`config.mk`:
```
export PLATFORM = sky130hd
export DESIGN_NAME = multicycle_control
export DESIGN_NICKNAME = d
export VERILOG_FILES = /design/src/rtl/multicycle_control.sv
export SDC_FILE = /design/constraint.sdc
export NUM_CORES = 1
export LEC_CHECK = 0
export CORE_MARGIN = 2
export CORE_UTILIZATION = 44
export CTS_CLUSTER_DIAMETER = 30
export CTS_CLUSTER_SIZE = 12
export DETAILED_ROUTE_END_ITERATION = 8
export PLACE_DENSITY = 0.88
export SYNTH_ARGS = -nofsm -noshare
export SYNTH_HDL_FRONTEND = slang
export SYNTH_SLANG_ARGS = --single-unit
```
`constraint.sdc`:
```
create_clock -name i_clk -period 2.9 [get_ports i_clk]
set_input_delay 0.58 -clock i_clk [delete_from_list [all_inputs] [get_ports i_clk]]
set_output_delay 0.58 -clock i_clk [all_outputs]
set_load 0.05 [all_outputs]
```
`src/rtl/multicycle_control.sv`:
```
// -----------------------------------------------------------------------------
// multicycle_control
//   Multi-cycle sequencer for an RV32I datapath (pc, register file, alu and a
//   shared instruction/data memory). Each instruction walks through
//   FETCH -> DECODE -> EXECUTE -> (MEM) -> (WRITEBACK). The block decodes
//   opcode/funct3/funct7 into alu_op and the datapath enables. It also runs the
//   memory handshake and raises a sticky trap on an illegal opcode or on a
//   memory timeout.
//
//   Optional feature (compile-time macro CTRL_RETIRE_CNT_EN):
//     Adds a retired-instruction counter (o_retired) with a clear input
//     (i_retired_clr). When the macro is undefined, neither port nor any
//     counter logic exists.
//
// Parameters
//   MEM_TIMEOUT  Maximum number of cycles mem_req may wait for mem_ready before
//                the sequencer traps (>= 1).
//   CNT_W        Width of the retired-instruction counter.
//
// Ports
//   i_clk           clock, rising edge
//   i_reset         synchronous reset, active low
//   i_instruction   IR contents (valid from DECODE onward)
//   i_alu_zero      alu result == 0 (valid in EXECUTE)
//   i_mem_ready     memory accepts/completes the current access this cycle
//   o_mem_req       memory access request
//   o_mem_we        store request (only with o_mem_req)
//   o_mem_addr_sel  memory address source: 0 = pc, 1 = alu result
//   o_ir_write      load IR from memory read data
//   o_pc_write      pc <= pc + 4
//   o_pc_branch     pc <= branch target
//   o_reg_write     register file write enable
//   o_wb_sel_mem    write-back source: 1 = memory data, 0 = alu result
//   o_alu_src_imm   alu operand b = sign-extended immediate
//   o_alu_op        ADD=0 SUB=1 AND=2 OR=3 XOR=4 SLL=5 SRL=6 SLT=7
//   o_trap          sticky fault flag
//   i_retired_clr   (CTRL_RETIRE_CNT_EN) clear the retired counter
//   o_retired       (CTRL_RETIRE_CNT_EN) retired-instruction count
//
// State table
//   state       | meaning
//   S_FETCH     | read instruction at pc; wait for mem_ready
//   S_DECODE    | register operands settle; classify the instruction
//   S_EXECUTE   | alu operates; branches resolve here
//   S_MEM       | load/store access at the alu address; wait for mem_ready
//   S_WRITEBACK | register file write (alu result or load data)
//   S_TRAP      | fault; all outputs low except trap; left only by reset
// -----------------------------------------------------------------------------
module multicycle_control #(
  parameter int MEM_TIMEOUT = 16,
  parameter int CNT_W       = 32
) (
  input  logic        i_clk,
  input  logic        i_reset,
  input  logic [31:0] i_instruction,
  input  logic        i_alu_zero,
  input  logic        i_mem_ready,
  output logic        o_mem_req,
  output logic        o_mem_we,
  output logic        o_mem_addr_sel,
  output logic        o_ir_write,
  output logic        o_pc_write,
  output logic        o_pc_branch,
  output logic        o_reg_write,
  output logic        o_wb_sel_mem,
  output logic        o_alu_src_imm,
  output logic [2:0]  o_alu_op,
  output logic        o_trap
`ifdef CTRL_RETIRE_CNT_EN
  ,
  input  logic             i_retired_clr,
  output logic [CNT_W-1:0] o_retired
`endif
);

  typedef enum logic [2:0] {
    S_FETCH     = 3'd0,
    S_DECODE    = 3'd1,
    S_EXECUTE   = 3'd2,
    S_MEM       = 3'd3,
    S_WRITEBACK = 3'd4,
    S_TRAP      = 3'd5
  } state_t;

  typedef enum logic [2:0] {
    C_R      = 3'd0,
    C_I      = 3'd1,
    C_LOAD   = 3'd2,
    C_STORE  = 3'd3,
    C_BRANCH = 3'd4,
    C_ILL    = 3'd5
  } cls_t;

  localparam logic [6:0] OP_R      = 7'b0110011;
  localparam logic [6:0] OP_I      = 7'b0010011;
  localparam logic [6:0] OP_LOAD   = 7'b0000011;
  localparam logic [6:0] OP_STORE  = 7'b0100011;
  localparam logic [6:0] OP_BRANCH = 7'b1100011;

  localparam logic [2:0] ALU_ADD = 3'd0;
  localparam logic [2:0] ALU_SUB = 3'd1;
  localparam logic [2:0] ALU_AND = 3'd2;
  localparam logic [2:0] ALU_OR  = 3'd3;
  localparam logic [2:0] ALU_XOR = 3'd4;
  localparam logic [2:0] ALU_SLL = 3'd5;
  localparam logic [2:0] ALU_SRL = 3'd6;
  localparam logic [2:0] ALU_SLT = 3'd7;

  localparam int                WAIT_W    = $clog2(MEM_TIMEOUT + 1);
  localparam logic [WAIT_W-1:0] WAIT_LAST = WAIT_W'(MEM_TIMEOUT - 1);

  state_t            r_state;
  cls_t              r_cls;
  logic [2:0]        r_alu_op;
  logic              r_alu_imm;
  logic              r_bne;
  logic [WAIT_W-1:0] r_wait;

  logic [6:0] w_opcode;
  logic [2:0] w_f3;
  cls_t       w_cls;
  logic [2:0] w_alu_op;
  logic       w_alu_imm;
  logic       w_access;
  logic       w_timeout;
  logic       w_unused_bits;

  assign w_opcode      = i_instruction[6:0];
  assign w_f3          = i_instruction[14:12];
  assign w_unused_bits = ^{i_instruction[31], i_instruction[29:15], i_instruction[11:7]};

  // Instruction classification and alu operation. SLTU/SLTIU (f3=011) and
  // non-word loads/stores are not supported and classify as illegal.
  always_comb begin
    w_cls    = C_ILL;
    w_alu_op = ALU_ADD;
    unique case (w_opcode)
      OP_R:      if (w_f3 != 3'b011) w_cls = C_R;
      OP_I:      if (w_f3 != 3'b011) w_cls = C_I;
      OP_LOAD:   if (w_f3 == 3'b010) w_cls = C_LOAD;
      OP_STORE:  if (w_f3 == 3'b010) w_cls = C_STORE;
      OP_BRANCH: if (w_f3[2:1] == 2'b00) w_cls = C_BRANCH;
      default:   w_cls = C_ILL;
    endcase
    case (w_f3)
      3'b000:  w_alu_op = (w_opcode == OP_R && i_instruction[30]) ? ALU_SUB : ALU_ADD;
      3'b001:  w_alu_op = ALU_SLL;
      3'b010:  w_alu_op = ALU_SLT;
      3'b100:  w_alu_op = ALU_XOR;
      3'b101:  w_alu_op = ALU_SRL;
      3'b110:  w_alu_op = ALU_OR;
      3'b111:  w_alu_op = ALU_AND;
      default: w_alu_op = ALU_ADD;
    endcase
    if (w_cls == C_LOAD || w_cls == C_STORE) w_alu_op = ALU_ADD;
    if (w_cls == C_BRANCH)                   w_alu_op = ALU_SUB;
  end

  assign w_alu_imm = (w_cls == C_I) || (w_cls == C_LOAD) || (w_cls == C_STORE);

  // The final permitted wait cycle with mem_ready still low sends us to TRAP;
  // mem_ready in that same cycle completes the access instead.
  assign w_access  = (r_state == S_FETCH) || (r_state == S_MEM);
  assign w_timeout = w_access && !i_mem_ready && (r_wait == WAIT_LAST);

  always_ff @(posedge i_clk) begin
    if (!i_reset) begin
      r_state   <= S_FETCH;
      r_wait    <= '0;
      r_cls     <= C_R;
      r_alu_op  <= ALU_ADD;
      r_alu_imm <= 1'b0;
      r_bne     <= 1'b0;
    end else begin
      case (r_state)
        S_FETCH: begin
          if (i_mem_ready) begin
            r_state <= S_DECODE;
            r_wait  <= '0;
          end else if (w_timeout) begin
            r_state <= S_TRAP;
            r_wait  <= '0;
          end else begin
            r_wait  <= r_wait + WAIT_W'(1);
          end
        end
        S_DECODE: begin
          r_cls     <= w_cls;
          r_alu_op  <= w_alu_op;
          r_alu_imm <= w_alu_imm;
          r_bne     <= w_f3[0];
          r_state   <= (w_cls == C_ILL) ? S_TRAP : S_EXECUTE;
        end
        S_EXECUTE: begin
          if (r_cls == C_BRANCH)                         r_state <= S_FETCH;
          else if (r_cls == C_LOAD || r_cls == C_STORE)  r_state <= S_MEM;
          else                                           r_state <= S_WRITEBACK;
        end
        S_MEM: begin
          if (i_mem_ready) begin
            r_state <= (r_cls == C_STORE) ? S_FETCH : S_WRITEBACK;
            r_wait  <= '0;
          end else if (w_timeout) begin
            r_state <= S_TRAP;
            r_wait  <= '0;
          end else begin
            r_wait  <= r_wait + WAIT_W'(1);
          end
        end
        S_WRITEBACK: r_state <= S_FETCH;
        S_TRAP:      r_state <= S_TRAP;
        default:     r_state <= S_TRAP;
      endcase
    end
  end

  // Outputs are decoded from the registered state. The handshake and branch
  // strobes also depend on this cycle's mem_ready/alu_zero, and everything is
  // held low while reset is asserted so an access in flight drops at once.
  // alu_op/alu_src_imm stay valid from EXECUTE through WRITEBACK so the alu
  // result (memory address or write-back value) remains stable.
  always_comb begin
    o_mem_req      = 1'b0;
    o_mem_we       = 1'b0;
    o_mem_addr_sel = 1'b0;
    o_ir_write     = 1'b0;
    o_pc_write     = 1'b0;
    o_pc_branch    = 1'b0;
    o_reg_write    = 1'b0;
    o_wb_sel_mem   = 1'b0;
    o_alu_src_imm  = 1'b0;
    o_alu_op       = ALU_ADD;
    o_trap         = 1'b0;
    if (i_reset) begin
      case (r_state)
        S_FETCH: begin
          o_mem_req  = 1'b1;
          o_ir_write = i_mem_ready;
          o_pc_write = i_mem_ready;
        end
        S_EXECUTE: begin
          o_alu_op      = r_alu_op;
          o_alu_src_imm = r_alu_imm;
          o_pc_branch   = (r_cls == C_BRANCH) && (r_bne ? !i_alu_zero : i_alu_zero);
        end
        S_MEM: begin
          o_mem_req      = 1'b1;
          o_mem_addr_sel = 1'b1;
          o_mem_we       = (r_cls == C_STORE);
          o_alu_op       = r_alu_op;
          o_alu_src_imm  = r_alu_imm;
        end
        S_WRITEBACK: begin
          o_reg_write   = 1'b1;
          o_wb_sel_mem  = (r_cls == C_LOAD);
          o_alu_op      = r_alu_op;
          o_alu_src_imm = r_alu_imm;
        end
        S_TRAP:  o_trap = 1'b1;
        default: ;
      endcase
    end
  end

`ifdef CTRL_RETIRE_CNT_EN
  logic             w_retire;
  logic [CNT_W-1:0] r_retired;

  assign w_retire = (r_state == S_WRITEBACK)
                 || (r_state == S_MEM && i_mem_ready && r_cls == C_STORE)
                 || (r_state == S_EXECUTE && r_cls == C_BRANCH);

  always_ff @(posedge i_clk) begin
    if (!i_reset || i_retired_clr) r_retired <= '0;
    else if (w_retire)             r_retired <= r_retired + CNT_W'(1);
  end

  assign o_retired = r_retired;
`endif

endmodule

```
### Yosys cells after proc, flatten, opt, wreduce, memory -nomap -nowiden

Cells that the tools add are included.
W data, S select, Z words.

* input bits: 36
* logic and storage cells: 90
* output and inout bits: 13
* bits in registers: 16

* reductions and logical operators: 16
* add/subtract/negate cells: 1
* equality and inequality tests: 26
* mux-type cells: 41

Operators by type and width (count)
* $mux W3: 15
* $pmux W3 S5: 2
* $eq A3 B3 Y1 const B: 9
* $eq A3 B2 Y1 const B: 7
* $mux W1: 21
* $pmux W3 S7: 1
* $eq A7 B6 Y1 const B: 2
* $mux W5: 2
* $eq A3 B1 Y1 const B: 3
* $eq A7 B2 Y1 const B: 1
* $eq A7 B5 Y1 const B: 1
* $eq A7 B7 Y1 const B: 1
* $logic_not A3 Y1: 2
* $add A5 B1 Y5 const B: 1
* $eq A5 B4 Y1 const B: 1
* $logic_or A1 B1 Y1: 5
* $logic_and A1 B1 Y1: 4
* $ne A3 B2 Y1 const B: 1
* $reduce_or A3 Y1: 1
* $logic_not A1 Y1: 2
* $logic_not A2 Y1: 1
* $reduce_or A2 Y1: 1

### Depth between registers and ports, before layout

* depth in word-level cells: 7
* mapped depth: 8
* depth with buffers taken out: 6

### Least setup slack after synthesis

OpenSTA, ideal clock, no wires.

* path kind: in2out
* from: in i_reset
* to: out o_wb_sel_mem
* required time: 2.320 ns
* arrival time: 2.562 ns
* buffers on the path: 1
* stages on the path: 3
* slack: -0.242 ns
* path through: clkbuf_1 nand2_1 nor4b_1

* cells in the longest elaborated chain, start to end: 1

Ends and longest elaborated chain
* from (decl): line 54 `input logic i_reset,`
* $mux W1: line 234 `if (i_reset) begin`
* to (decl): line 65 `output logic o_wb_sel_mem,`

Every way passes these cells.

### Worst setup path after layout

* from: in i_reset
* to: out o_pc_branch

* cells in the longest elaborated chain, start to end: 1

Ends and longest elaborated chain
* $mux W1: line 234
* to (decl): line 63 `output logic o_pc_branch,`

Every way passes these cells.

==> results.yml <==
outcome:
  outcome: "finished clean"
critical_path:
  critPathArrivalTime_ns: 2.03
  start_kind: "input port"
  worst_ep_required_time_ns: 2.32
  worstSetupPathType: "input port to output pin"
  end_kind: "output pin"
  r2r_slack_ns: 1.08
  cp_max_fo: 4
route:
  viasPerCell: 5.929
  antenna_left: 0
  routed_wl_um: 2964
  drtIter0Drc: 44
  vias: 1168
  wl_per_cell_um: 15.05
  firstDrtPassIters: 4
  drcViolationCount: 0
die:
  rows: 17
  die_w_um: 53.25
  die_area_um2: 2836
  ios: 49
  initial_utilization_pct: 47.34
  die_y_um: 53.25
  placeableCoreArea_um2: 2255
finish:
  syn_to_final_growth_pct: 40.21
  nFillCells: 191
  drive_above_1_share_pct: 14.20
  finish.utilization_pct: 66.37
  seq_area_um2: 320.3
  multi_input_area_um2: 659.4
  final_area_um2: 1496
  n_antenna_cell: 0
  final_cells: 197
  nets: 207
power_and_ir_drop:
  p_leak_nw: 0.5612
  power_mw: 0.9860
  peakVddDrop_mv: 0.4378
  powerDensity_nw_per_um2: 658.9
timing:
  hold_viol_final: 0
  rsz0062_at_grt: "no"
  setup_viol: 0
  fin_worst_skew_ns: 0.006648
  tightest_slew_ns: 0.5440
  fmax_ghz: 0.3836
  slew_viol_final: 0
  setup_tns_ns: 0
  maxSlewHeadroom_pct: 62.79
  fin_crit_sh_pct: 89.89
  period_needed_ns: 2.607
synthesis:
  yosysSeqAreaShare_pct: 30.01
  yosysWarnings: 0
  syn_area_um2: 1067
  synthFlopType: "dfxtp_1"
  synthesis.nets: 183
  yosys_register_bits: 16
  synth_area_per_cell_um2: 7.310
  syn_inst: 146
  synth-edff-count: 0
  ys_async_sr_fraction_pct: 0
  ys_types: 44
grt:
  grt_max_degree: 14
  grt-ovfl-total: 0
  antenna_found_initial: 0
  grt_pass1_vias: 1091
  track_usage_pct: 23.66
  grt_pass1_wl_um: 4905
place:
  io_buffers: 27
  globalplace.congestion: 0.8776
  dp.cells: 193
  dp.final_hpwl_um: 2148
  dpl_cell_area_um2: 1460
clock_network:
  cts_tree: "yes"
  numCtsBuffers: 3
  htreeDepth: 1
  holdBufCountCts: 0
  clockBufferDepth: 2
  clkTransAtPathRegs_ns: 0.10
  cts_setup_buffers: 0
  ctsResizeCount: 0
  clockRootBuffer: "clkbuf_4"
  clock_latency_ns: 0.30
  numClockSinks: 16
hold_path:
  hp-class: "flop to flop"
flow_run:
  max-cap-violations: 0
## logic make-up after synthesis
family / count (synthesis) / synth area share, %
simple gates: 66 / 31.65
compound gates: 42 / 25.56
buf+inv: 18 / 8.792
flops: 16 / 30.01
mux: 2 / 1.993
xor+xnor: 1 / 0.8208
fa+ha+maj: 1 / 1.172
## report_power, final
group	total [mW]	switching, mW	internal [mW]	leakage [nW]
combinational	0.486	0.287	0.199	0.410
sequential	0.344	0.0689	0.275	0.131
clock	0.156	0.0794	0.0766	0.0210
total	0.986	0.435	0.551	0.561
## flip-flops by register name, summed over array words and instances (netlist names)
register / flops
r_state: 3
r_cls: 3
r_alu_op: 3
r_wait: 5
r_alu_imm: 1
r_bne: 1
## cell type report
| class | instances | share of cell area, % |
|---|---|---|
| Timing Repair Buffer | 29 | 27.76 |
| Multi-Input combinational cell | 112 | 44.06 |
| Clock buffer | 4 | 2.425 |
| Sequential cell | 16 | 21.40 |
| Tap cell | 28 | 2.341 |
| Inverter | 8 | 2.007 |
## path summary, 6_finish.rpt
check / start / end / cells after the start
max: i_reset / o_pc_branch / 6
min: r_bne / r_bne / 2
max reg2reg: r_state[0] / r_wait[2] / 4
min reg2reg: r_bne / r_bne / 2
## cell usage in the layout, fill, tap and decap left out, drive strengths merged, types with 2 or more instances in the layout
master and instances:
nor2b 4, nor3 5, o31ai 4, a211oi 2, and3 2, inv 8
a221oi 2, o2111ai 2, clkbuf 4, nand3 2, clkdlybuf4s50 14, nand2 14
or2 3, a21oi 13, a31oi 4, o21ai 7, nand2b 3, a21o 2
buf 15, nor2 22, dfxtp 16
## critical path: stages
cell and delay, ns:
clkdlybuf4s50_1 0.48, inv_1 0.05, nor2_1 0.21, nand4_1 0.14
nor3_1 0.38, buf_12 0.19
## routing by layer
metal	share of wire [%]	global-route usage (%)	wire length [µm]	vias up
met1	42	28.67	1237	534
met4	3.0	10.26	89	0
li1	-	-	-	568
met2	50	41.36	1480	55
met3	5.3	2.825	156	11
met5	0	0	0	-
## synth_stat cells, types with 2 or more instances
master | instances | area share, %
o2111ai_1 | 2 | 1.6
a211oi_1 | 2 | 1.4
o31ai_1 | 4 | 2.8
buf_6 | 3 | 3.2
nor3_1 | 5 | 2.3
a21o_1 | 2 | 1.4
or2_2 | 2 | 1.2
dfxtp_1 | 16 | 30
nand2_1 | 14 | 4.9
nand3_1 | 2 | 0.94
a21oi_1 | 13 | 6.1
nor2_1 | 22 | 7.7
o21ai_0 | 7 | 3.3
nand2b_1 | 3 | 1.8
nor2b_1 | 4 | 2.3
inv_1 | 8 | 2.8
clkbuf_1 | 5 | 1.8
a221oi_1 | 2 | 1.6
and3_1 | 2 | 1.2
a31oi_1 | 4 | 2.3
## per-stage QoR
step                hold WS, ns  worst slack, ns
floorplan                0.4409          0.02999
global placement         0.4532           0.3118
detailed placement       0.4625           0.2942
CTS                      0.4762           0.2934
global route             0.4937           0.2641
finish                   0.4749           0.2931
Note: power is estimated with default switching activity, not from simulation.
==> patch 1, RTL diff (config.mk and constraints unchanged) <==
Re-encode `state_t` (6 states) as one-hot, 6 bits wide.
--- a/src/rtl/multicycle_control.sv
+++ b/src/rtl/multicycle_control.sv
@@ -73,13 +73,13 @@
 `endif
 );
 
-  typedef enum logic [2:0] {
-    S_FETCH     = 3'd0,
-    S_DECODE    = 3'd1,
-    S_EXECUTE   = 3'd2,
-    S_MEM       = 3'd3,
-    S_WRITEBACK = 3'd4,
-    S_TRAP      = 3'd5
+  typedef enum logic [5:0] {
+    S_FETCH     = 6'b000001,
+    S_DECODE    = 6'b000010,
+    S_EXECUTE   = 6'b000100,
+    S_MEM       = 6'b001000,
+    S_WRITEBACK = 6'b010000,
+    S_TRAP      = 6'b100000
   } state_t;
 
   typedef enum logic [2:0] {
Function: no difference found for any inputs over 10 cycles, from zero or initial values and one cycle with i_reset low; not proved beyond that.
==> patch 1 against the unedited design <==
First-iteration DRC count is 36% lower. Sequential cell count is 3 higher. Utilization is 4.6 points lower. Clock skew is 0.0044 ns lower. Die area is 14% higher. Cell area is 11% higher. Routed wire length is 0.64% higher. Worst setup slack worse by 0.036 ns. Global-route usage is 3.9 points lower. Critical path depth is 2 lower. Area after synthesis is 15% higher. Largest cell class unchanged.
Power is not compared: it rests on default switching activity, and its combinational part moved more than twofold at a synthesized area within 25%.
==> patch 1: results (changes against the unedited design) <==
The flow ran to the end, and the final reports show no timing, DRC or antenna violations. The insertion delay of the later-clocked pin in the worst-skew pair is 0.30 ns (about the same), and the maximum count of clock buffers along a single path is 2 (unchanged). For the first-iteration detailed-routing DRC count, the log shows 28 (-36%).

The largest registers in the layout are r_state (6), r_wait (5). The largest individual stage delay along the critical path comes from the cell or4_4. The tools report the number of buffers created by CTS as 3 (unchanged). The total of buffers placed on input and output ports is 27 (unchanged), and the half-perimeter wire length of the detailed placement result is 2.31 mm (+7.6%). The synthesized area per cell came out at 7.95 um2 (+8.7%). The number of antenna diodes is 0 (unchanged), and the clock transition time at the flip-flop clock pins of the worst setup and hold paths is 0.10 ns (about the same). In this run the power spent charging and discharging nets is 158 uW. The worst setup skew after layout was 0.00221 ns (-0.00444 ns); the proportion of synthesized flip-flops having asynchronous set or reset was 0% (unchanged).

Number of cells on the worst reg-to-reg path: 5 (+1). The number of warnings printed during yosys synthesis is 0 (unchanged). The global routing usage summed across all routing layers was 19.7% (-3.9 points); the worst slew slack as a fraction of its limit was 64.0% (+1.2 points). The logs give 2.98 mm (+0.64%) for the sum of routed wire length over all layers and 215 (+3.9%) for the number of nets at the end of the flow. The last weighted congestion value of the routability-driven placer is 0.879 (+0.16%), and the initial antenna violation count is 0 (unchanged).

The biggest cell delay along the critical path works out to 0.59 ns (+0.11 ns). The number of distinct library cell variants in the gate-level netlist after synthesis is 51 (+16%). The cell count of the worst hold path works out to 1 (-1). The worst hold path begins at r_wait[4]. The reg-to-reg critical path endpoint is r_alu_op[2]. Post-cts resize count: 0 (unchanged). In this run the clock root is driven by a clkbuf_4.

By area the synthesized netlist is led by dfxtp_1, nor2_1, mux2i_1, nand2_1, nor3b_1. The logs give 31.1% (+1.1 points) for the portion of the post-synthesis area used by sequential elements and 12 (-2) for the pin count of the biggest net entering global routing. The biggest fanout along the worst timing path is 8 (+4), and the fraction of final layout cells sized beyond drive strength 1 is 13.6% (-0.64 points).

The tools report the static leakage as 0.612 nW. The worst register-to-register path begins at r_state[3]. The tools report the critical path data arrival time as 2.06 ns (+0.03 ns).

The class of the worst hold path was register to register. The via count of the first global-routing pass is 1170 (+7.2%), and the non-filler instance count after layout is 208 (+5.6%). Counting instances in the post-synthesis netlist gives the leading cell types as nor2_1, dfxtp_1, nand2_1, a21oi_1. The register-to-register setup slack is 0.84 ns (-0.24 ns), and the wire length of the first global-routing pass is 5.06 mm (+3.2%). For hold timing, the worst endpoint is r_wait[4].

The number of instances in the placed design was 204 (+5.7%). The number of search-and-repair iterations in the first detailed-routing pass is 4 (unchanged). The number of nets in the synthesized netlist was 191 (+4.4%).

The post-CTS repair timing setup buffer count was 0 (unchanged); the per-cell via count in the routed design was 6.02 (+1.6%). The run gives 251 uV as the largest vdd supply drop. Maximum level of the CTS H-tree: 1 (unchanged).
## patch 1: cell count changes after synthesis, moves of 4 or more
| cell | unedited run | this run |
|---|---|---|
| mux2i_1 | 1 | 5 |
| inv_1 | 8 | 1 |
| o31ai_1 | 4 | 0 |
| nor2_1 | 22 | 26 |
| a21oi_1 | 13 | 6 |
| nor3b_1 | 1 | 5 |
## patch 1: worst max-delay path by stage
stage,from,endpoint,slack (ns),depth (start not counted)
after floorplan,i_mem_ready,o_pc_write,0.13,4
after global placement,i_reset,o_pc_branch,0.44,5
after detailed placement,i_reset,o_pc_branch,0.44,5
after CTS,r_state[2],o_mem_req,0.26,4
after global routing,r_state[2],o_mem_req,0.17,4
final,r_state[2],o_mem_req,0.26,4
## patch 1: layout make-up
type                            instances  area, um2
Fill cell                             240       1030
Multi-Input combinational cell        123        787
Timing Repair Buffer                   30        423
Sequential cell                        19        380
Tap cell                               31       38.8
Clock buffer                            4       26.3
Inverter                                1       3.75
## patch 1: kinds of logic (layout without fill, tap and decap cells)
| family | after synthesis | count (layout) | synth area share (%) |
|---|---|---|---|
| buf+inv | 12 | 35 | 5.62 |
| simple gates | 82 | 82 | 38.1 |
| mux | 5 | 5 | 4.09 |
| compound gates | 30 | 30 | 16.5 |
| flops | 19 | 19 | 31.1 |
| xor+xnor | 5 | 5 | 3.58 |
| fa+ha+maj | 1 | 1 | 1.02 |
## patch 1: power by group through the flow
stage / Combinational (mW) / Sequential [mW] / Clock [mW]
after global placement: 0.121 / 0.283 / 0
after CTS: 0.127 / 0.278 / 0.139
final: 0.127 / 0.279 / 0.136
after floorplan: 0.0825 / 0.278 / 0
after detailed placement: 0.126 / 0.284 / 0
after global routing: 0.137 / 0.280 / 0.152
## patch 1: critical path, delay by kind of cell, from the launching register on
family | cells | cell delay (ns)
buf+inv | 1 | 0.17
simple gates | 3 | 1.18
flops | 1 | 0.41
## patch 1: metal layers
metal  vias up  global-route usage, %  wire [um]
met2        33                   36.0       1540
met1       605                   22.9       1290
met4         0                   8.31         48
met5         -                      0          0
met3         5                   2.30         99
li1        610                      -          -
## patch 1: through the flow
step / cell area (um2) / hold WS, ns / total power [mW] / utilization, % / setup slack [ns]
global route: 1660 / 0.475 / 0.568 / 61.8 / 0.167
detailed placement: 1630 / 0.443 / 0.410 / 60.8 / 0.437
finish: 1660 / 0.457 / 0.542 / 61.8 / 0.257
floorplan: 1240 / 0.428 / 0.360 / - / 0.126
global placement: 1630 / 0.436 / 0.404 / 60.8 / 0.439
CTS: 1660 / 0.458 / 0.544 / 61.8 / 0.263
==> patch 2, RTL diff (same flow settings) <==
Made on the original files. Set the parameter `MEM_TIMEOUT` to 8 (it was 16).
--- a/src/rtl/multicycle_control.sv
+++ b/src/rtl/multicycle_control.sv
@@ -47,7 +47,7 @@
 //   S_TRAP      | fault; all outputs low except trap; left only by reset
 // -----------------------------------------------------------------------------
 module multicycle_control #(
-  parameter int MEM_TIMEOUT = 16,
+  parameter int MEM_TIMEOUT = 8,
   parameter int CNT_W       = 32
 ) (
   input  logic        i_clk,
Function: changed (a bounded check fails within 10 cycles, from zero or initial values and one cycle with i_reset low).
==> patch 2 against the unedited design <==
Area after synthesis shrank 0.59%. Sequential share of layout area shrank 1.5 points. Die area shrank 0.54%. Sequential cell count shrank 1. Count of clock-buffer cells in the layout shrank 1. Power shrank 16%. Worst setup slack gained 0.026 ns. Cell area grew 1.0%. Hold slack lost 0.018 ns. Routed wire length shrank 11%. Non-clock buffer count shrank 1. Largest power group unchanged.
==> patch 2: results (changes against the unedited design) <==
The run finished with clean final reports. Counting instances in the post-synthesis netlist gives the leading cell types as dfxtp_1, nor2_1, nand2_1, a21oi_1, o21ai_0. The power consumed by sequential cells is 308 uW (-10%), and the worst-case hold slack is 0.457 ns (-0.0178 ns). The clock-cell share of area was 1.82% (-0.60 points); the sum of routed wire length over all layers was 2.64 mm (-11%). The count of plain and timing-repair buffers came out at 28 (-3.4%). The run gives 827 uW (-16%) as the total chip power. The biggest fanout along the worst timing path was 13 (+9); the portion of the post-synthesis area used by sequential elements was 28.3% (-1.7 points). The non-clock buffering overhead in the final layout is 27.0% (-0.77 points), and the fraction of final layout cells sized beyond drive strength 1 is 19.3% (+5.1 points). The filler cell count is 195 (+2.1%), and the switching power total is 347 uW (-20%).

The die outline area was 0.00282 mm2 (-0.54%); the global routing usage summed across all routing layers was 21.0% (-2.7 points). The logs give 4.44 mm (-9.4%) for the wire length of the first global-routing pass and 1130 (-3.3%) for the total vias in the final route. The tools report the static leakage as 0.564 nW (+0.55%). Ranked by total cell area, the synthesized netlist is headed by dfxtp_1, a21oi_1, nor2_1, nand2_1, and2_1. The share of synthesized cell area in full adder, half adder and majority cells was 1.18% (+0.0069 points); the top cell type's share of synthesized area was 28.3% (-1.7 points). The worst slew slack as a fraction of its limit came out at 71.6% (+8.8 points).

Most used flip-flop cell after synthesis: dfxtp_1. The run gives 136 (-6.8%) as the cell count after synthesis. The first-iteration detailed-routing DRC count came out at 26 (-41%). For the met3 capacity usage during global routing, the log shows 3.11% (+0.28 points). The placed instance area is 0.00148 mm2 (+1.6%), and the post-synthesis mux area share is 0.943% (-1.0 points). The logs give 0.00427 ns (-0.00238 ns) for the worst setup skew after layout and 110 (-1.8%) for the multi-input combinational cell count. The power per unit of standard cell area was 547 mW/mm2 (-17%); the placement-stage worst setup slack was 0.331 ns (+0.0370 ns). Register-to-register setup slack: 0.93 ns (-0.15 ns). The largest vdd supply drop is 416 uV (-5.1%).

The multi-input logic portion of the cell area is 48.0% (+3.9 points), and the number of distinct library cell variants in the gate-level netlist after synthesis is 52 (+18%). The tools report the number of clock-tree buffers in the layout as 3 (-1). The number of flip-flops under the largest register name works out to 4 (-1). The tools report the met1 track utilization from global routing as 22.5% (-6.1 points). Clock sink total: 15 (-1). The half-perimeter wire length of the detailed placement result was 2.11 mm (-1.6%); the number of ordinary inverters in the final layout was 4 (-4).

In this run the most critical hold path is launched from r_alu_imm. The run gives 2.00 ns (-0.03 ns) as the critical path data arrival time. The sequential cell area share was 19.9% (-1.5 points). For hold timing, the worst endpoint is r_alu_imm.

For the number of nets at the end of the flow, the log shows 199 (-3.9%). The post-synthesis xor/xnor area fraction is 2.48% (+1.7 points). The pin count of the biggest net entering global routing was 16 (+2). The logs give 173 (-5.5%) for the number of nets in the synthesized netlist and 394 uW (-19%) for the power in combinational cells.
-- patch 2: cell count changes after synthesis, sizes merged, moves of 3 or more --
cell     unedited run  this run
inv                 8         4
nor3                5         2
and2                1         5
o31ai               4         0
o2bb2ai             0         3
nor2               22        14
-- patch 2: worst max path at each step --
stage                     startpoint      endpoint  slack, ns  cells past startpoint
after floorplan              i_reset  o_wb_sel_mem       0.52                      3
after global placement       i_reset   o_alu_op[0]       0.32                      5
after detailed placement     i_reset   o_alu_op[0]       0.33                      5
after CTS                    i_reset   o_alu_op[0]       0.32                      5
after global routing         i_reset   o_alu_op[1]       0.21                      5
final                        i_reset   o_alu_op[0]       0.32                      5
-- patch 2: critical path, stage by stage --
cell	delay, ns
clkdlybuf4s50_1	0.55
inv_1	0.23
nor2_1	0.27
and2_1	0.22
buf_12	0.15
-- patch 2: per-layer routing --
layer | wire length [um] | part of all wire (%)
met1 | 1040 | 39
met2 | 1380 | 52
met3 | 195 | 7.4
met4 | 29 | 1.1
met5 | 0 | 0
